[src/rtl/demux4_pkg.sv]
// Shared state encoding and destination count for the 4-way round-robin dispatcher.
package demux4_pkg;

  typedef enum logic [1:0] {
    IDLE    = 2'd0,
    WAIT_EN = 2'd1,
    SEND    = 2'd2
  } state_t;

  localparam int NDEST = 4;

endpackage

[src/rtl/rr_pick4.sv]
// Combinational cyclic first-set finder: lowest offset from start whose mask bit is set.
module rr_pick4
  import demux4_pkg::*;
(
  input  logic [1:0]       start,
  input  logic [NDEST-1:0] mask,
  output logic [1:0]       idx,
  output logic             found
);

  logic [2*NDEST-1:0] dbl;
  logic [NDEST-1:0]   rot;
  logic [1:0]         offset;

  // Rotating the doubled mask puts the preferred index at bit 0, so a plain priority encode works.
  assign dbl = {mask, mask};
  assign rot = NDEST'(dbl >> start);

  always_comb begin
    offset = 2'd0;
    found  = 1'b1;
    if (rot[0])      offset = 2'd0;
    else if (rot[1]) offset = 2'd1;
    else if (rot[2]) offset = 2'd2;
    else if (rot[3]) offset = 2'd3;
    else             found  = 1'b0;
  end

  assign idx = start + offset;

endmodule

[src/rtl/demux4_dispatcher.sv]
// Holds one item and commits it to an enabled destination in round-robin order,
// keeping the offer sticky until that destination accepts.
module demux4_dispatcher
  import demux4_pkg::*;
#(
  parameter int W  = 8,
  parameter int CW = 16
) (
  input  logic             clk,
  input  logic             reset,
  input  logic [NDEST-1:0] en,
  input  logic             in_valid,
  input  logic [W-1:0]     in_data,
  output logic             in_ready,
  output logic [NDEST-1:0] y_valid,
  input  logic [NDEST-1:0] y_ready,
  output logic [W-1:0]     y_data,
  output logic [1:0]       sel,
  output logic             busy,
  output logic [CW-1:0]    xfer_count
);

  state_t        state, next_state;
  logic [1:0]    ptr;
  logic [1:0]    next_sel;
  logic [1:0]    sel_plus;
  logic [W-1:0]  buf_data;
  logic          fire;
  logic          load;
  logic [1:0]    ptr_idx, nxt_idx;
  logic          ptr_found, nxt_found;

  assign sel_plus = sel + 2'd1;

  rr_pick4 u_pick_ptr (
    .start (ptr),
    .mask  (en),
    .idx   (ptr_idx),
    .found (ptr_found)
  );

  // Used when a new item is loaded in the same cycle the current one is delivered.
  rr_pick4 u_pick_nxt (
    .start (sel_plus),
    .mask  (en),
    .idx   (nxt_idx),
    .found (nxt_found)
  );

  always_ff @(posedge clk) begin
    if (reset) state <= IDLE;
    else       state <= next_state;
  end

  always_comb begin
    next_state = state;
    next_sel   = sel;
    fire       = 1'b0;
    load       = 1'b0;
    case (state)
      IDLE: begin
        if (in_valid) begin
          load = 1'b1;
          if (ptr_found) begin
            next_sel   = ptr_idx;
            next_state = SEND;
          end else begin
            next_state = WAIT_EN;
          end
        end
      end
      WAIT_EN: begin
        if (ptr_found) begin
          next_sel   = ptr_idx;
          next_state = SEND;
        end
      end
      SEND: begin
        if (y_ready[sel]) begin
          fire = 1'b1;
          if (in_valid) begin
            load = 1'b1;
            if (nxt_found) begin
              next_sel   = nxt_idx;
              next_state = SEND;
            end else begin
              next_state = WAIT_EN;
            end
          end else begin
            next_state = IDLE;
          end
        end
      end
      default: next_state = IDLE;
    endcase
  end

  always_ff @(posedge clk) begin
    if (reset) begin
      ptr        <= 2'd0;
      sel        <= 2'd0;
      buf_data   <= '0;
      xfer_count <= '0;
    end else begin
      sel <= next_sel;
      if (load) buf_data <= in_data;
      if (fire) begin
        ptr        <= sel_plus;
        xfer_count <= xfer_count + CW'(1);
      end
    end
  end

  // in_ready deliberately follows y_ready[sel] combinationally for one item per cycle.
  assign in_ready = !reset && ((state == IDLE) || ((state == SEND) && y_ready[sel]));
  assign y_valid  = (!reset && (state == SEND)) ? (NDEST'(1) << sel) : '0;
  assign y_data   = buf_data;
  assign busy     = !reset && (state != IDLE);

endmodule
[config.mk]
export PLATFORM = sky130hd
export DESIGN_NAME = demux4_dispatcher
export DESIGN_NICKNAME = d
export VERILOG_FILES = /design/src/rtl/demux4_pkg.sv /design/src/rtl/rr_pick4.sv /design/src/rtl/demux4_dispatcher.sv
export SDC_FILE = /design/constraint.sdc
export NUM_CORES = 1
export LEC_CHECK = 0
export ABC_AREA = 1
export BUFFER_PORTS_ARGS = -buffer_cell sky130_fd_sc_hd__clkbuf_2
export CORE_UTILIZATION = 40
export CTS_BUF_LIST = sky130_fd_sc_hd__clkbuf_8
export DETAILED_ROUTE_END_ITERATION = 16
export RECOVER_POWER = 25
export SYNTH_ARGS = -nofsm -noshare
export SYNTH_HDL_FRONTEND = slang
export SYNTH_HIERARCHICAL = 1
export SYNTH_SLANG_ARGS = --single-unit
export TNS_END_PERCENT = 10
[constraint.sdc]
create_clock -name clk -period 4.9 [get_ports clk]
set_input_delay 0.98 -clock clk [delete_from_list [all_inputs] [get_ports clk]]
set_output_delay 0.98 -clock clk [all_outputs]
set_load 0.02 [all_outputs]
---- Word-level counts from Yosys, hierarchy flattened ----
Cells that the tools add are included.
storage, ports and cells
  register bits ........................... 30
  bits of input ports ..................... 19
  output and inout bits ................... 32
cells by class
  equal/unequal tests ..................... 7
  add/subtract/negate cells ............... 4
  multiplexer cells ....................... 37
  reductions and logical operators ........ 11
  shifts and indexed selects .............. 3
  order comparisons ....................... 1
operators by type and width
  cell                                                                           count
  2-bit two-way mux                                                              19
  16-bit by 1-bit adder with 16-bit output (second input constant)               1
  8-bit by 2-bit right shift with 4-bit output                                   2
  1-bit two-way mux                                                              13
  2-bit case mux with 3 select lines                                             2
  2-bit inequality test (second input constant)                                  5
  5-bit AND reduction                                                            1
  2-bit adder                                                                    2
  1-bit logical AND                                                              4
  4-bit two-way mux                                                              1
  1-bit by 2-bit << shifter with 4-bit output (first input constant)             1
  2-bit by 3-bit less-than comparator with 1-bit output (second input constant)  1
  3-bit AND reduction                                                            1
  3-bit nonzero test                                                             1
  2-bit by 1-bit adder with 2-bit output (second input constant)                 1
  1-bit binary-select mux with 2-bit select                                      1
  2-bit by 1-bit equality test with 1-bit output (second input constant)         1
  2-bit equality test (second input constant)                                    1
  2-bit zero test                                                                1
  1-bit case mux with 2 select lines                                             1
  2-bit nonzero test                                                             1
  1-bit zero test                                                                1
  1-bit logical OR                                                               1

---- Depth between registers and ports, before layout ----
  word-level depth ........................ 11
  gate-level depth with buffers ........... 16
  gate-level depth less buffers ........... 16

---- By module ----
The synthesis kept the hierarchy.
by module, submodules not included
  module             instances  seq. area each (um^2)  cells an instance  area each (um^2)
  demux4_dispatcher  1          600.6                  255                1734.2
  rr_pick4           2          0.0                    35                 165.2

---- Least setup slack after synthesis ----
No wires, ideal clock.
  kind .................................... in2out
  start ................................... input y_ready[1]
  end ..................................... output in_ready
  stages on the path ...................... 6
  slack ................................... 2043 ps
  arrival ................................. 1877 ps
  path buffers ............................ 2
  required time ........................... 3920 ps
  cell sequence ........................... nand2_1 > nand3_2 > nand3_4 > buf_8 > buf_12 > a21oi_1
on the way
  cells in the longest elaborated chain, start to end .. 5
ends and longest elaborated chain
  item                                       line                      RTL
  start: declaration                         demux4_dispatcher.sv:16   input logic [NDEST-1:0] y_ready,
  1-bit binary-select mux with 2-bit select  demux4_dispatcher.sv:115  assign in_ready = !reset && ((state == IDLE) || ((state == SEND) && y_ready[sel]));
  1-bit two-way mux (implied by the code)    demux4_dispatcher.sv:115
  1-bit logical AND                          demux4_dispatcher.sv:115
  1-bit logical OR                           demux4_dispatcher.sv:115
  1-bit logical AND                          demux4_dispatcher.sv:115
  end: declaration                           demux4_dispatcher.sv:14   output logic in_ready,
Every way passes these cells. The select of a mux whose other input is x is not followed.

---- Worst setup path after layout ----
  start ................................... input y_ready[3]
  end ..................................... output in_ready
The elaborated chain is that of the path after synthesis.

==> summary.txt <==
Power
  • Net Sw Frac: 0.451
  • Int Pwr: roughly 0.54 mW
  • Leak pwr: between 1 and 1.5 nW
  • Comb pwr share: 0.485
  • VDD IR max: 0.151 mV
  • Sequential share of power: 0.308
  • Clk network pwr share: 0.206
  • Power Density: 408 nW/µm²
  • PnR Total Power: 0.982 mW
  • Switching power total: between 0.4 and 0.5 mW

Global routing
  • Gr ovfl total: 0
  • Antenna violations before repair: 0
  • Number of global-route vias before repair: 1,912
  • Pin count of the biggest net entering global routing: 24
  • Global-route usage over all layers: 0.182
  • First-pass GRT wire length: 7.89 mm

Placement
  • Routability cong.: 0.807
  • HPWL Detailed: ~3.5 mm
  • Pre-CTS setup slack: around 1900 ps
  • IO Port Bufs: 50
  • DP Area: 2350 µm²

Drt
  • DRC errors left: 0
  • Vias/cell: just under 5
  • Final antenna-violating net count: 0
  • First-pass DRT Iterations: 5
  • 1st-iter DRT viols: 101
  • Vias: 2,154
  • DR WL/cell: 10.5 µm
  • Routed wire length: 4.66 mm

Layout
  • Fin area: 2410 µm²
  • Ant. Diodes: 0
  • Layout cell share with drive strength beyond 1: 0.223
  • Final net count: 402
  • Most frequent cells in the layout: nand2_1 (100), nand3_1 (43), clkbuf_2 (38), nor2_1 (30), dfxtp_1 (30)
  • Most common cell after layout, fill and taps aside: nand2_1
  • Fillers: ~520
  • Area delta synth->final: 16.6%

Yosys
  • Largest cells by area after synthesis: dfxtp_1 (29%), nand2_1 (18%), nand3_1 (9.9%)
  • Yosys top cell area share: 0.291
  • Register bit count reported by yosys: 30
  • Number of flops mapped to enable cells by yosys: 0
  • Post-synthesis async set-or-reset flop share: 0
  • Sequential fraction of the synthesis area: 0.291
  • Syn Inst Count: between 300 and 400
  • Synth cell types: 29
  • Primary FF master, synth: dfxtp_1
  • Leading area contributor after synthesis: dfxtp_1
  • Syn nets: about 350
  • Syn Area/Cell: 6.35 µm²
  • Post-Synthesis Cell Area: 2060 µm²
  • Synth warnings: 6

CTS
  • CTS H-Tree Depth: 2
  • Clk Latency, worst-skew pair: 270 ps
  • CTS buffer count: 5
  • CTS Hold Buffers Added: 0
  • CTS tree: yes
  • Clock Sinks: 30
  • Clock transition at path regs: 60 ps
  • Cells resized by post-CTS repair: 0
  • Postcts setup bufs: 0
  • Root Driver: clkbuf_8
  • Clk buf depth: 2

STA
  • Worst Slack Setup Final: 1340 ps
  • RSZ-0062 raised after global routing: no
  • Worst hold slack: between 400 and 500 ps
  • Max frequency: approximately 0.28 GHz
  • Min Tclk post-route: 3560 ps
  • Fin. Hold Viols: 0
  • Setup TNS: 0 ps
  • Worst slew pin tran: 1120 ps
  • Final setup viols: 0
  • Rel. slew slack: 0.248
  • Setup Skew: 8.28 ps
  • Slew Viols, Final: 0
  • Fin crit share: 0.726

Job
  • Max Cap Viol: 0

Critical path
  • Worst EP required: 3920 ps
  • Worst Setup Path Type: input port to output port
  • Worst setup EP type: output port
  • Worst-path maximum fanout: 22
  • Worst R2R Setup Slack: 2310 ps
  • Setup crit start kind: input port
  • Reg2reg path depth: 8
  • Arrival time of the worst setup path: 2580 ps

Min path
  • Worst hold path class: flip-flop to flip-flop
  • Hold Path Depth: 2

Floorplan
  • Starting Density: 0.426
  • CORE AREA: 4850 µm²
  • Die area: between 5000 and 6000 µm²
  • Total I/O pin count: 51
  • Die span in x: 73.8 µm
  • Cell Rows: 25
  • Die Ht: 73.8 µm

Status
  • Status: complete, no violations
[kinds of logic after synthesis]
family                     after synthesis  share of synthesized area
buffers and inverters                   44                     0.0951
DFF                                     30                      0.291
AOI/OAI and AO/OA                       35                      0.104
adders and majority gates                7                     0.0424
and+or+nand+nor                        206                      0.455
xor gates and xnor gates                 3                     0.0127
[routing by layer]
layer,share of wire,routed length (µm),track usage,up-vias
met5,0,0,0,-
met4,0.0041,19,0.0427,0
met3,0.036,169,0.0370,2
met2,0.46,2160,0.316,44
met1,0.50,2320,0.230,963
li1,-,-,-,1145
[final timing paths]
kind,start,to
worst max-delay path,y_ready[3],in_ready
worst min-delay path,y_data[1],y_data[1]
worst max register to register,sel[0],xfer_count[5]
worst min register to register,y_data[1],y_data[1]
[sequential cells by signal (all words and copies together), names as in the netlist]
signal	count
xfer_count	16
state	2
y_data	8
sel	2
ptr	2
[metrics by stage]
step	instances	util
2_1_floorplan	325	-
3_3_place_gp	436	0.484
3_5_place_dp	436	0.484
4_1_cts	444	0.503
5_1_grt	444	0.497
6_report	444	0.497
[cells in the mapped netlist (3+ instances only)]
cell and number:
a21oi_1 14, inv_1 28, nand3_1 41, nor2_1 30, clkbuf_1 4, nor2_2 4, ha_1 7, nand2_2 13
xor2_1 3, nor3_1 5, inv_2 9, o21ai_0 8, a21oi_2 8, nand4_1 5, dfxtp_1 30, nand2_1 100
[power by group through the flow]
| stage | clock network, mW | registers [mW] | logic (mW) |
|---|---|---|---|
| floorplan | 0 | 0.325 | 0.386 |
| global placement | 0 | 0.309 | 0.483 |
| detailed placement | 0 | 0.310 | 0.489 |
| CTS | 0.207 | 0.304 | 0.491 |
| global route | 0.215 | 0.308 | 0.547 |
| finish | 0.203 | 0.303 | 0.476 |
[critical path: stages]
cell and delay, ps:
clkbuf_2 80, nand2_1 40, nand3_1 110, nand3_1 780, a21oi_1 370, clkbuf_2 210
[layout make-up]
class	count	area (µm²)	area share
Multi-Input combinational cell	251	1250	0.519
Sequential cell	30	601	0.249
Timing Repair Buffer	51	243	0.101
Inverter	37	139	0.0577
Tap cell	67	83.8	0.0348
Clock buffer	6	82.6	0.0343
Clock inverter	2	8.76	0.00364
Note: power is estimated with default switching activity, not from simulation.
